## src/rtl/skinny_sbox8_pini1_layer_driver.sv

```systemverilog
// Byte-serial sequencer for one external 2-share PINI1 SKINNY sbox8 core.
// Holds core inputs and refresh mask stable for SB_LAT cycles per byte,
// consumes one fresh PRNG byte per state byte, and writes results in place.
module skinny_sbox8_pini1_layer_driver #(
  parameter int unsigned NBYTES = 16,
  parameter int unsigned SB_LAT = 4
) (
  input  logic                clk,
  input  logic                rst,
  input  logic                in_valid,
  output logic                in_ready,
  input  logic [8*NBYTES-1:0] in_s0,
  input  logic [8*NBYTES-1:0] in_s1,
  input  logic                rnd_valid,
  output logic                rnd_ready,
  input  logic [7:0]          rnd,
  output logic [7:0]          sb_si0,
  output logic [7:0]          sb_si1,
  output logic [7:0]          sb_r,
  input  logic [7:0]          sb_bo0,
  input  logic [7:0]          sb_bo1,
  output logic                out_valid,
  input  logic                out_ready,
  output logic [8*NBYTES-1:0] out_s0,
  output logic [8*NBYTES-1:0] out_s1,
  output logic                busy
);

  localparam int unsigned IDX_W = (NBYTES > 1) ? $clog2(NBYTES) : 1;
  localparam int unsigned CNT_W = (SB_LAT > 1) ? $clog2(SB_LAT) : 1;
  localparam logic [IDX_W-1:0] IDX_LAST = IDX_W'(NBYTES - 1);
  localparam logic [CNT_W-1:0] CNT_LAST = CNT_W'(SB_LAT - 1);

  typedef enum logic [1:0] {
    ST_IDLE,
    ST_FETCH,
    ST_HOLD,
    ST_DONE
  } state_t;

  state_t              r_state;
  state_t              w_state_nxt;
  logic [8*NBYTES-1:0] r_s0;
  logic [8*NBYTES-1:0] r_s1;
  logic [IDX_W-1:0]    r_idx;
  logic [CNT_W-1:0]    r_cnt;
  logic [7:0]          r_si0;
  logic [7:0]          r_si1;
  logic [7:0]          r_r;
  logic                w_hold_last;

  assign w_hold_last = (r_cnt == CNT_LAST);

  // State register
  always_ff @(posedge clk) begin
    if (rst) begin
      r_state <= ST_IDLE;
    end else begin
      r_state <= w_state_nxt;
    end
  end

  // Next-state decode and handshake outputs
  always_comb begin
    w_state_nxt = r_state;
    in_ready    = 1'b0;
    rnd_ready   = 1'b0;
    out_valid   = 1'b0;
    busy        = 1'b0;
    case (r_state)
      ST_IDLE: begin
        in_ready = 1'b1;
        if (in_valid) w_state_nxt = ST_FETCH;
      end
      ST_FETCH: begin
        rnd_ready = 1'b1;
        busy      = 1'b1;
        if (rnd_valid) w_state_nxt = ST_HOLD;
      end
      ST_HOLD: begin
        busy = 1'b1;
        if (w_hold_last) w_state_nxt = (r_idx == IDX_LAST) ? ST_DONE : ST_FETCH;
      end
      ST_DONE: begin
        out_valid = 1'b1;
        if (out_ready) w_state_nxt = ST_IDLE;
      end
      default: w_state_nxt = ST_IDLE;
    endcase
  end

  // Share registers, byte index, hold counter and registered core inputs
  always_ff @(posedge clk) begin
    if (rst) begin
      r_s0  <= '0;
      r_s1  <= '0;
      r_idx <= '0;
      r_cnt <= '0;
      r_si0 <= '0;
      r_si1 <= '0;
      r_r   <= '0;
    end else begin
      case (r_state)
        ST_IDLE: begin
          if (in_valid) begin
            r_s0  <= in_s0;
            r_s1  <= in_s1;
            r_idx <= '0;
          end
        end
        ST_FETCH: begin
          if (rnd_valid) begin
            r_r   <= rnd;
            r_si0 <= r_s0[8*r_idx +: 8];
            r_si1 <= r_s1[8*r_idx +: 8];
            r_cnt <= '0;
          end
        end
        ST_HOLD: begin
          // Core inputs stay untouched here; only the result byte is written back.
          if (w_hold_last) begin
            r_s0[8*r_idx +: 8] <= sb_bo0;
            r_s1[8*r_idx +: 8] <= sb_bo1;
            if (r_idx != IDX_LAST) r_idx <= r_idx + 1'b1;
          end else begin
            r_cnt <= r_cnt + 1'b1;
          end
        end
        ST_DONE: begin
          if (out_ready) begin
            r_si0 <= '0;
            r_si1 <= '0;
            r_r   <= '0;
          end
        end
        default: ;
      endcase
    end
  end

  assign sb_si0 = r_si0;
  assign sb_si1 = r_si1;
  assign sb_r   = r_r;
  assign out_s0 = r_s0;
  assign out_s1 = r_s1;

endmodule

```

## config.mk

```make
export PLATFORM = sky130hd
export DESIGN_NAME = skinny_sbox8_pini1_layer_driver
export DESIGN_NICKNAME = d
export VERILOG_FILES = /design/src/rtl/skinny_sbox8_pini1_layer_driver.sv
export SDC_FILE = /design/constraint.sdc
export NUM_CORES = 1
export LEC_CHECK = 0
export BUFFER_PORTS_ARGS = -buffer_cell sky130_fd_sc_hd__buf_2
export CAP_MARGIN = 20
export CORE_AREA = 2 2 219 221
export CTS_CLUSTER_SIZE = 10
export DETAILED_ROUTE_END_ITERATION = 6
export DIE_AREA = 0 0 221 223
export GPL_TIMING_DRIVEN = 0
export HOLD_SLACK_MARGIN = 0.03
export SLEW_MARGIN = 5
export SYNTH_ARGS = -nofsm -noshare
export SYNTH_HDL_FRONTEND = slang
export SYNTH_SLANG_ARGS = --single-unit
```

## constraint.sdc

```tcl
create_clock -name clk -period 4.2 [get_ports clk]
set_input_delay 0.63 -clock clk [delete_from_list [all_inputs] [get_ports clk]]
set_output_delay 0.63 -clock clk [all_outputs]
set_load 0.02 [all_outputs]
```

# Word-level counts from Yosys, hierarchy flattened
# Cells that the tools add are included.
# word_totals
ff_bits	288
# classes
n_eq_ne	12
addsub	3
muxes	32
n_reduce_logical	10
shifts	5
# op_table
operator	n
$mux 128	4
$pmux 128 s2	2
$bwmux 128	2
$shiftx 128x8->8	2
$shiftx 8x34->128	2
$shift 8x34->128 const A	1
$pmux 8 s2	3
$neg 7->34	1
$mux 8	4
$mux 2	7
$mux 4	3
$ne 2x2->1 const B	6
$reduce_and 3->1	3
$pmux 2 s4	1
$pmux 4 s2	1
$reduce_and 4->1	2
$eq 2x2->1 const B	3
$reduce_bool 2->1	3
$add 4x1->4 const B	1
$eq 4x4->1 const B	1
$mux 1	4
$ne 4x4->1 const B	1
$pmux 2 s2	1
$add 2x1->2 const B	1
other kinds (3)	3

# Logic depth before layout (Yosys ltp)
# Gate-level depths: netlist of the first run.
# logic_depth
depth_word	5
ltp_mapped	13

# Worst setup path after synthesis of the first run
# No wires, ideal clock.
# synth_path
path_kind	register -> register
start	register r_idx[2]
end	register r_s1[119] (netlist: out_s1[119])
arrival_ns	3.011
period_less_slack_ns	3.142
path_stages_with_launch	12
setup_slack_ns	1.058
cell_sequence	dfxtp_1 buf_6 buf_2 buf_2 nor3_1 ha_1 or4b_1 a211o_1 a21oi_2 buf_2 o221a_2 nor3_1
# synth_between
elab_chain_len	5
word_cells_on_any_way	6
# synth_rtl
element	line_no	text
from (decl)	45	logic [IDX_W-1:0] r_idx;
from (signal assigned)	124	if (r_idx != IDX_LAST) r_idx <= r_idx + 1'b1;
$neg 7->34 (*)	123	r_s1[8*r_idx +: 8] <= sb_bo1;
$shiftx 8x34->128 / $shift 8x34->128 (equally long branches)	123	
$bwmux 128 (*)	123	
$mux 128 (*)	121	if (w_hold_last) begin
$pmux 128 s2 (*)	103	case (r_state)
to (signal assigned)	107	r_s1 <= in_s1;
to (signal, indexed assignment)	123	
to (decl)	44	logic [8*NBYTES-1:0] r_s1;
# Mark *: on every way between the ends. The rest lies on a longest branch, timed or not. The select of a mux whose other input is x is not followed.
# A chain may end at the register's enable or synchronous reset.

# Worst setup path in the final report of the first run
# layout_path
start	register r_idx[1]
end	register r_s1[99] (netlist: out_s1[99])
# The elaborated chain is that of the path after synthesis.

==> results of run 1 <==
==> cells by family (layout without fill, tap and decap cells) <==
logic type | Yosys count | after routing | share of synthesized area (%)
buf+inv | 216 | 830 | 6.107
fa+ha+maj | 10 | 10 | 0.8154
other cells | 0 | 4 | 0
compound gates | 530 | 530 | 27.89
mux | 83 | 83 | 10.63
simple gates | 551 | 551 | 16.63
flops | 288 | 288 | 37.57
xor+xnor | 4 | 4 | 0.3507
==> cell type report <==
type                       count  area [um2]  share of cell area (%)
multi-input combinational   1178        8665                   43.15
clock buffer                  51        1018                   5.072
timing repair buffer         561        2888                   14.38
tap                          615       769.5                   3.832
inverter                      42       161.4                  0.8038
antenna                        4       10.01                 0.04985
buffer                       173       782.0                   3.894
sequential                   288        5766                   28.71
clock inverter                 3       21.27                  0.1059
==> through the flow <==
step	total power (uW)	util [%]	std cells	worst slack (ns)
floorplan	11490	-	1682	1.058
global placement	15680	40.04	2849	-0.5510
detailed placement	15880	40.23	2855	-0.4910
CTS	18810	42.55	2911	0.09491
global route	19780	42.59	2914	-0.0008620
finish	19100	42.59	2915	0.08842
==> placed cells by master (no fill, tap or decap), drive strengths merged, types with 4 or more instances in the layout <==
cell	instances
and2	20
mux2i	19
a32oi	39
nor3b	8
nand4	4
a311oi	17
o221a	32
nor2	253
buf	624
a21oi	110
dfxtp	288
nand3	10
o211ai	14
nand2	107
a221oi	70
a211oi	102
mux4	64
a31oi	14
nor3	82
a22oi	46
ha	10
clkbuf	161
inv	40
a22o	27
diode	4
nor2b	43
o21ai	12
o2bb2ai	27
a221o	9
nand2b	6
==> what timing repair did <==
action	4_1_cts	5_1_grt
hold endpoints to repair	0	0
resized for setup	4	4
endpoints found under the setup margin	130	103
pin swaps	1	0
setup buffers	3	0
==> registers in the layout (all words and copies together), names as in the netlist <==
| signal | flops |
|---|---|
| out_s0 | 128 |
| out_s1 | 128 |
| sb_r | 8 |
| sb_si0 | 8 |
| sb_si1 | 8 |
| r_idx | 4 |
| r_cnt | 2 |
| r_state | 2 |
==> worst reg2reg max path, delay by kind of cell, from the launching register on <==
family	cells	cell delay, ns
compound gates	1	0.30
fa+ha+maj	1	0.42
flops	1	0.53
simple gates	4	0.87
buf+inv	5	1.91
==> worst paths after layout <==
path | from | endpoint | slack [ns] | depth (start not counted)
setup reg to reg | r_idx[1]$_SDFFE_PP0P_ | out_s1[99]$_SDFFE_PP0P_ | 0.09 | 11
hold / removal | in_s0[124] | out_s0[124]$_SDFFE_PP0P_ | 0.31 | 2
setup / recovery | r_idx[1]$_SDFFE_PP0P_ | out_s1[99]$_SDFFE_PP0P_ | 0.09 | 11
hold reg to reg | sb_si1[0]$_SDFFE_PP0P_ | sb_si1[0]$_SDFFE_PP0P_ | 0.47 | 2
==> power by group <==
part | internal (uW) | switching [uW]
Sequential | 4010 | 1490
Combinational | 3620 | 7050
Clock | 1670 | 1270
==> layer usage <==
layer	routed length, um	global-route usage [%]	vias up
met5	24	0	-
met4	6260	21.54	4
met3	8688	7.942	281
met2	43040	59.05	1325
met1	38360	47.40	8992
li1	-	-	7574
==> synthesized netlist by cell type (8+ instances only) <==
master | count | area share (%)
a211oi_1 | 91 | 4.5
ha_1 | 10 | 0.82
inv_1 | 40 | 0.98
buf_2 | 51 | 1.7
o2bb2ai_1 | 27 | 1.5
nand3_1 | 10 | 0.33
o21ai_0 | 9 | 0.29
o221a_2 | 32 | 2.3
a221oi_1 | 50 | 2.9
and2_1 | 20 | 0.82
a211oi_2 | 10 | 0.82
a311oi_1 | 17 | 0.97
nor2_1 | 250 | 6.1
a31oi_1 | 14 | 0.57
a221o_1 | 9 | 0.59
a21oi_1 | 103 | 3.4
o211ai_1 | 14 | 0.68
a221oi_2 | 20 | 2.0
mux4_2 | 64 | 9.4
nand2_1 | 105 | 2.6
nor3_1 | 77 | 2.5
nor3b_1 | 8 | 0.39
a32oi_1 | 39 | 2.2
dfxtp_1 | 288 | 38
nor2b_1 | 43 | 1.8
a22o_1 | 27 | 1.5
clkbuf_1 | 106 | 2.6
a22oi_1 | 46 | 2.3
mux2i_1 | 19 | 1.2
==> results by group, run 1 <==
Setup path
  – Top Family by Delay on Critical Path: buffers and inverters
  – Crit-path slowest cell: dfxtp_1
  – WP data required: 4.65 ns
  – Crit path capture type: flip-flop
  – Setup CP Type: flip-flop to flip-flop
  – Max incr delay on CP: 0.53 ns
  – CP Launch Type: flip-flop
  – Critical Path Fanout Max: 10
  – Crit-path cells: buf_2, clkinvlp_4, ha_1, clkbuf_2, nor2b_1, clkbuf_2, nand2_1, nor3_2, clkbuf_1, nand2_1, a311oi_1
  – Worst path arrival time: around 4.6 ns
  – Worst Path Buf+Inv: 5

GRT
  – First-pass GRT wire length: roughly 130000 um
  – Vias in the first global route: 17390
  – All-Layer GR Usage: between 30% and 40%
  – Initial antenna violation count: 7
  – Largest net degree at the start of global routing: 20
  – Total grt overflow: 0

Timing
  – Fin crit share: 97.89%
  – Tightest Pin Transition: about 1.3 ns
  – Hold slack final: roughly 0.3 ns
  – Slew Viols, Final: 0
  – F_max: about 240 MHz
  – Final Hold Vio Count: 0
  – Fin Setup TNS: 0 ns
  – Relative slew margins: between 15 and 20%
  – Clock skew: 0.01361 ns
  – Tmin final: between 4 and 5 ns
  – # setup viols final: 0

Synthesis
  – Distinct cell type count after synthesis: 68
  – Post-synth EDFFs: 0
  – Mean Syn Cell Area: slightly above 9 um2
  – Main synth FF type: dfxtp_1
  – Synth warn: 0
  – Post-Syn Area: about 15000 um2
  – Syn nets: between 1500 and 2000
  – Sequential area share after synthesis: 37.57%
  – FFs w/ async S/R, synth: 0%
  – Synth Register Bits: 288
  – Synth Instances: around 1700

Die
  – Row count: 80
  – Core Region: roughly 47000 um2
  – Initial core utilization: between 30% and 40%
  – # IOs: between 500 and 600
  – Die area: about 50000 um2
  – Die width: ~220 um
  – Die Y: approximately 220 um

Clocking
  – CTS tree: built
  – Clk sinks: ~290
  – Maximum root-to-sink buffer count: 3
  – Worst-path clk slew: 0.05 ns
  – Hold_buf cts: 0
  – Clk_lat worst skew: roughly 0.55 ns
  – H-tree Lvls: 2
  – CTS root buf: clkbuf_16
  – Num CTS Buffers: 37

Placement
  – Final Wtd Congestion: between 0.9 and 1
  – # port buffers: around 550
  – Post-DP HPWL: roughly 80000 um
  – Placed inst area: approximately 19000 um2

Cells and area
  – Layout area overhead: 30.86%
  – Final net count: between 2000 and 3000
  – Fraction of layout cells with a size suffix above 1: 36.02%
  – Filler cells: about 4800
  – Final Cell Area: between 20000 and 25000 um2

Detailed routing
  – Detailed-route DRC error count: 0
  – Final Routed Wirelength: 96370 um
  – DRT iter0 DRCs: roughly 2100
  – Via count: roughly 18000
  – Via density: about 6.2
  – Avg WL per Cell: approximately 33 um
  – Antenna viol nets, final: 0
  – Drt first pass iters: 5

Outcome
  – Status: finished, final reports clean

Power and ir drop
  – Peak supply drop: between 300 and 400 uV
  – LEAKAGE: approximately 0.0084 uW
  – Power Density: approximately 950 nW/um2

Worst hold path
  – Worst hold path type: input pin to flip-flop

Job
  – Max_cap viols: 0
(Power assumes the default switching activity.)
==> inputs of run 2 (changes only) <==
--- a/config.mk
+++ b/config.mk
@@ -5,6 +5,7 @@
 export SDC_FILE = /design/constraint.sdc
 export NUM_CORES = 1
 export LEC_CHECK = 0
+export ABC_AREA = 1
 export BUFFER_PORTS_ARGS = -buffer_cell sky130_fd_sc_hd__buf_2
 export CAP_MARGIN = 20
 export CORE_AREA = 2 2 219 221
==> constraint.sdc (replaced) <==
create_clock -name clk -period 4 [get_ports clk]
set_input_delay 0.6 -clock clk [delete_from_list [all_inputs] [get_ports clk]]
set_output_delay 0.6 -clock clk [all_outputs]
set_load 0.02 [all_outputs]
==> run 2 against run 1 <==
Net effect: clock power increased by 6%; the flow now finishes with violations (DRC); non-clock buffer count increased by 41; wire length increased by 12%; sequential share of layout area decreased by 1.9 points; largest power group unchanged; critical path depth increased by 3; clock-buffer cell count decreased by 2; utilization increased by 3.1 points; final cell count increased by 39%; final area increased by 7.2%.
==> results by group, run 2 <==
Outcome
  – Violated checks: DRC
  – Status: finished, violations left

Setup path
  – Crit path capture type: flip-flop
  – Max incr delay on CP: around 0.42 ns
  – Critical Path Stages: 14
  – Flop-to-flop setup slack: 0.10 ns
  – WP data required: 4.49 ns
  – RR Endpoint: out_s1[30]$_SDFFE_PP0P_
  – Crit-path slowest cell: dfxtp_1
  – Reg2reg start: r_idx[0]$_SDFFE_PP0P_
  – Crit-path cells: inv_1, buf_2, buf_2, buf_2, ha_1, inv_1, nand2_2, inv_2, nand2_2, inv_1, nand2_1, o21ai_0, nor2_1, nor2_1
  – Setup CP Type: flip-flop to flip-flop
  – Critical Path Fanout Max: 10
  – Reg2Reg Depth: 14
  – Worst path arrival time: around 4.4 ns
  – Worst Path Buf+Inv: 7
  – Top Family by Delay on Critical Path: buffers and inverters
  – CP Launch Type: flip-flop

Placement
  – Post-DP HPWL: 90230 um
  – Final Wtd Congestion: about 1.0
  – # port buffers: roughly 570

GRT
  – Largest net degree at the start of global routing: 12
  – All-Layer GR Usage: 41.88%
  – First-pass GRT wire length: around 150000 um
  – Vias in the first global route: 21010
  – Total grt overflow: 0
  – Initial antenna violation count: 2

Synthesis
  – Most common cell in the netlist: nand2_1
  – Distinct cell type count after synthesis: 34
  – Area contributors post-synth: dfxtp_1 34%, nand2_1 18%, o21ai_0 10%
  – Synth Register Bits: about 290
  – Synth Instances: between 2000 and 3000
  – Post-synth EDFFs: 0
  – Sequential area share after synthesis: between 30% and 40%
  – Mean Syn Cell Area: between 5 and 6 um2
  – Syn nets: about 3100
  – Post-Syn Area: between 15000 and 20000 um2
  – Synth cell count leaders: 805 x nand2_1, 404 x nor2_1, 336 x o21ai_0, 288 x dfxtp_1, 208 x a21oi_1
  – Yosys top cell by area: dfxtp_1
  – Top cell type's share of synthesized area: 34.19%
  – Main synth FF type: dfxtp_1
  – FFs w/ async S/R, synth: 0%
  – Synth warn: 0

Timing
  – Tightest Pin Transition: between 0.9 and 1 ns
  – F_max: roughly 260 MHz
  – RSZ-0062 raised after global routing: true
  – Slew Viols, Final: 0
  – Tmin final: 3.895 ns
  – # setup viols final: 0
  – Fin crit share: between 90% and 100%
  – Final Hold Vio Count: 0
  – Clock skew: roughly 0.026 ns
  – Fin Setup TNS: 0 ns
  – Relative slew margins: between 30% and 40%

Clocking
  – Maximum root-to-sink buffer count: 3
  – PostCTS Resize Cnt: 1
  – Hold_buf cts: 0
  – Clk_lat worst skew: between 0.5 and 0.6 ns
  – CTS tree: built
  – Clk sinks: roughly 290
  – CTS root buf: clkbuf_16
  – Num CTS Buffers: 37
  – Post-CTS Setup Repair Bufs: 0
  – H-tree Lvls: 2
  – Worst-path clk slew: approximately 0.060 ns

Cells and area
  – Most frequent cells in the layout: 804 x nand2_1, 621 x buf_2, 404 x nor2_1
  – Fraction of layout cells with a size suffix above 1: between 20% and 30%
  – Area of the multi-input gates: approximately 9400 um2
  – Most common cell after layout, fill and taps aside: nand2_1
  – Sequential Area: ~5800 um2
  – Layout area overhead: 27.67%
  – Final net count: 3713
  – Filler cells: between 5000 and 6000

Power and ir drop
  – Combinational share of power: 61.7%
  – Register share of total power: between 20% and 30%
  – Total power: roughly 21000 uW
  – LEAKAGE: roughly 0.011 uW
  – Peak supply drop: 409.8 uV
  – Clock share of power: between 10% and 20%
  – Switch Pwr: around 12000 uW
  – Sw Ratio: 57.38%
  – Power Density: a little under 1000 nW/um2
  – Total internal power: 9022 uW

Die
  – Die Y: about 220 um
  – Core Region: ~47000 um2
  – Initial core utilization: between 30% and 40%
  – Die area: around 50000 um2
  – Row count: 80
  – # IOs: 569
  – Die width: 221 um

Detailed routing
  – Detailed-route DRC error count: 2
  – Drt first pass iters: 7
  – Avg WL per Cell: between 20 and 30 um
  – Via density: 5.573
  – Final Routed Wirelength: between 100000 and 150000 um
  – Antenna viol nets, final: 0
  – Via count: roughly 23000
  – DRT iter0 DRCs: approximately 2800

Job
  – Max_cap viols: 0

Worst hold path
  – Worst hold path type: input pin to flip-flop
  – Endpoint, Worst Hold: sb_r[3]$_SDFFE_PP0P_
  – Hold path start: rnd[3]
  – Hold path depth: 3
[run 2: cell types whose count changed after synthesis, moves of 43 or more]
cell,previous run,this run
nand2_1,105,805
a221oi_1,50,0
nor2_1,250,404
inv_1,40,199
nand3_1,10,128
nand4_1,3,108
nor3_1,77,4
a22oi_1,46,0
mux4_2,64,0
a21oi_1,103,208
a211oi_1,91,1
nor2b_1,43,0
o21ai_0,9,336
o21ai_1,0,61
[run 2: kinds of logic after synthesis]
| family | Yosys count | share of synthesized area [%] |
|---|---|---|
| AOI/OAI and AO/OA | 628 | 19.21 |
| and+or+nand+nor | 1465 | 35.79 |
| DFF | 288 | 34.19 |
| adders and majority gates | 10 | 0.7421 |
| xor gates and xnor gates | 1 | 0.05195 |
| buffers and inverters | 421 | 10.01 |
[run 2: power by group through the flow]
stage	clock, uW	sequential, uW	combinational, uW
4_1_cts	3120	4920	12700
2_1_floorplan	0	5690	6610
3_5_place_dp	0	4970	12600
5_1_grt	3230	5010	13900
6_report	3130	4980	13100
3_3_place_gp	0	4980	12600
[run 2: routing by layer]
layer | track usage [%] | share of wire [%] | up-vias
met1 | 54.48 | 40 | 10470
met5 | 0 | 0.017 | -
met2 | 64.99 | 43 | 1456
met4 | 22.80 | 6.5 | 2
li1 | - | - | 10350
met3 | 8.679 | 10 | 287
[run 2: worst max-delay path by stage]
stage | from | to | slack (ns)
4_1_cts | r_idx[0]$_SDFFE_PP0P_ | out_s1[30]$_SDFFE_PP0P_ | 0.08
3_5_place_dp | r_idx[0]$_SDFFE_PP0P_ | out_s0[31]$_SDFFE_PP0P_ | -0.03
2_1_floorplan | r_idx[0]$_SDFFE_PP0P_ | out_s1[120]$_SDFFE_PP0P_ | 1.28
3_3_place_gp | r_idx[0]$_SDFFE_PP0P_ | out_s0[31]$_SDFFE_PP0P_ | -0.02
5_1_grt | r_idx[0]$_SDFFE_PP0P_ | out_s0[110]$_SDFFE_PP0P_ | -0.01
6_report | r_idx[0]$_SDFFE_PP0P_ | out_s1[30]$_SDFFE_PP0P_ | 0.10
[run 2: layout make-up]
| type | count | area share, % |
|---|---|---|
| Tap cell | 615 | 3.575 |
| Sequential cell | 288 | 26.78 |
| Buffer | 208 | 4.133 |
| Clock buffer | 49 | 4.789 |
| Timing Repair Buffer | 567 | 13.18 |
| Inverter | 212 | 3.708 |
| Multi-Input combinational cell | 2104 | 43.71 |
| Antenna cell | 1 | 0.01162 |
| Clock inverter | 4 | 0.1046 |
[run 2: worst min-delay path, stage by stage]
cell and delay (ns):
buf_2 0.09, nand2_1 0.05, a21oi_1 0.05
[run 2: metrics by stage]
step	cells	util [%]	area (um2)	hold slack, ns	setup WS [ns]
CTS	4048	45.65	21520	0.2802	0.07799
global placement	3995	43.42	20470	0.4506	-0.02367
finish	4048	45.66	21530	0.2959	0.1049
detailed placement	3995	43.42	20470	0.4517	-0.03302
floorplan	2813	-	16860	0.4476	1.282
global route	4047	45.66	21520	0.3140	-0.01299
==> inputs of run 3 (changes only) <==
==> constraint.sdc (replaced) <==
create_clock -name clk -period 3.6 [get_ports clk]
set_input_delay 0.54 -clock clk [delete_from_list [all_inputs] [get_ports clk]]
set_output_delay 0.54 -clock clk [all_outputs]
set_load 0.02 [all_outputs]
==> run 3 against run 2 <==
Net effect: the flow now finishes without violations; critical path depth unchanged; final cell count about the same; wire length shrank 0.14%; clock power is 11% higher; final area up 0.16%; register-to-register slack got worse by 0.03 ns; die area unchanged; sequential power up 11%; non-clock buffer count down 2; sequential cell count stayed put; combinational power grew 11%.
==> results by group, run 3 (synthesis results as in run 2) <==
Outcome
  – Status: finished, final reports clean

Timing
  – Fin crit share: 97.95%
  – Clock skew: around 0.022 ns
  – Slew Viols, Final: 0
  – Hold slack final: between 0.2 and 0.25 ns
  – F_max: ~280 MHz
  – Relative slew margins: between 30% and 40%
  – RSZ-0062 raised after global routing: true
  – # setup viols final: 0
  – Tightest Pin Transition: about 0.94 ns
  – Tmin final: around 3.5 ns
  – Fin Setup TNS: 0 ns
  – Final Hold Vio Count: 0

Detailed routing
  – Antenna viol nets, final: 0
  – Via density: 5.531
  – Final Routed Wirelength: 107400 um
  – Avg WL per Cell: roughly 27 um
  – Via count: about 22000
  – Detailed-route DRC error count: 0
  – DRT iter0 DRCs: ~2600
  – Drt first pass iters: 6

Placement
  – Final Wtd Congestion: roughly 1.0
  – Cells after DPL: between 3000 and 4000
  – # port buffers: between 500 and 600
  – Post-DP HPWL: ~90000 um

Clocking
  – Clk sinks: around 290
  – CTS root buf: clkbuf_16
  – CTS tree: built
  – Worst-path clk slew: ~0.060 ns
  – Num CTS Buffers: 37
  – Clk_lat worst skew: about 0.56 ns
  – Maximum root-to-sink buffer count: 3
  – Hold_buf cts: 0
  – H-tree Lvls: 2

Cells and area
  – Most common cell after layout, fill and taps aside: nand2_1
  – Final non-filler cell total: ~4000
  – Final core occ: a little under half
  – Fraction of layout cells with a size suffix above 1: 21.25%
  – Final net count: 3711
  – Filler cells: around 5400
  – Layout area overhead: 27.88%
  – Most frequent cells in the layout: 800 x nand2_1, 620 x buf_2, 400 x nor2_1

Die
  – Die width: approximately 220 um
  – # IOs: between 500 and 600
  – Row count: 80
  – Initial core utilization: roughly 36%
  – Die area: roughly 49000 um2
  – Die Y: 223 um
  – Core Region: 47150 um2

Power and ir drop
  – Peak supply drop: about 460 uV
  – Combinational share of power: a little over 60%
  – Clock share of power: between 10% and 20%
  – Sw Ratio: 57.30%
  – Switch Pwr: 13480 uW
  – Total internal power: ~10000 uW
  – LEAKAGE: 0.01091 uW
  – Register share of total power: 23.5%
  – Power Density: 1091 nW/um2

Setup path
  – WP data required: about 4.1 ns
  – Crit path capture type: flip-flop
  – Worst path arrival time: 4.01 ns
  – Setup CP Type: flip-flop to flip-flop
  – Flop-to-flop setup slack: about 0.074 ns
  – Critical Path Fanout Max: 10
  – CP Launch Type: flip-flop

GRT
  – First-pass GRT wire length: approximately 150000 um
  – Vias in the first global route: ~21000
  – Initial antenna violation count: 2
  – Total grt overflow: 0
  – Largest net degree at the start of global routing: 20
  – All-Layer GR Usage: 41.84%

Worst hold path
  – Worst hold path type: input pin to flip-flop

Job
  – Max_cap viols: 0
-- run 3: stage by stage --
step | power (uW) | worst slack [ns] | area, um2
after floorplan | 13670 | 0.8822 | 16860
after global placement | 19560 | -0.4237 | 20470
after detailed placement | 19540 | -0.4330 | 20470
after CTS | 23020 | 0.01564 | 21530
after global routing | 24680 | -0.004628 | 21560
final | 23520 | 0.07390 | 21560
-- run 3: routing by layer --
metal | global-route usage, % | wire, um | up-vias
met5 | 0 | 18 | -
met4 | 23.01 | 6907 | 2
met3 | 8.732 | 11310 | 269
met2 | 64.89 | 46220 | 1421
met1 | 54.32 | 42900 | 10340
li1 | - | - | 10350
-- run 3: final cells by class --
type	count	area, um2	share of cell area, %
multi-input combinational	2104	9440	43.78
sequential	288	5767	26.75
timing repair buffer	567	2838	13.16
clock buffer	49	1031	4.782
buffer	206	893.4	4.143
inverter	212	798.3	3.702
tap	615	769.5	3.569
clock inverter	4	22.52	0.1045
antenna	1	2.502	0.01161
-- run 3: critical path, cell delays in order, from the launching register on --
cell and delay (ns):
dfxtp_2 0.38, inv_2 0.17, buf_2 0.24, buf_2 0.27
buf_2 0.30, ha_1 0.39, inv_1 0.23, nand2_2 0.23
inv_2 0.27, nand2_4 0.19, inv_2 0.15, nand2_1 0.12
o21ai_0 0.28, nor2_1 0.09, nor2_1 0.13
-- run 3: power groups by stage --
stage	logic [uW]	registers, uW	clock network, uW
2_1_floorplan	7350	6330	0
3_3_place_gp	14000	5530	0
3_5_place_dp	14000	5520	0
4_1_cts	14100	5470	3470
5_1_grt	15500	5570	3590
6_report	14500	5530	3470
-- run 3: path summary, 6_finish.rpt --
check,startpoint,to,cells after the start
worst min register to register,sb_si1[4]$_SDFFE_PP0P_,sb_si1[4]$_SDFFE_PP0P_,2
worst max register to register,r_idx[0]$_SDFFE_PP0P_,out_s1[30]$_SDFFE_PP0P_,14
worst min-delay path,rnd[3],sb_r[3]$_SDFFE_PP0P_,3
worst max-delay path,r_idx[0]$_SDFFE_PP0P_,out_s1[30]$_SDFFE_PP0P_,14
-- run 3: what timing repair did --
item,in CTS,in global routing
buffers inserted,0,0
pin swaps,0,0
endpoints found under the setup margin,90,73
endpoints found under the hold margin,0,0
gates resized for setup,7,21
cloned,0,0
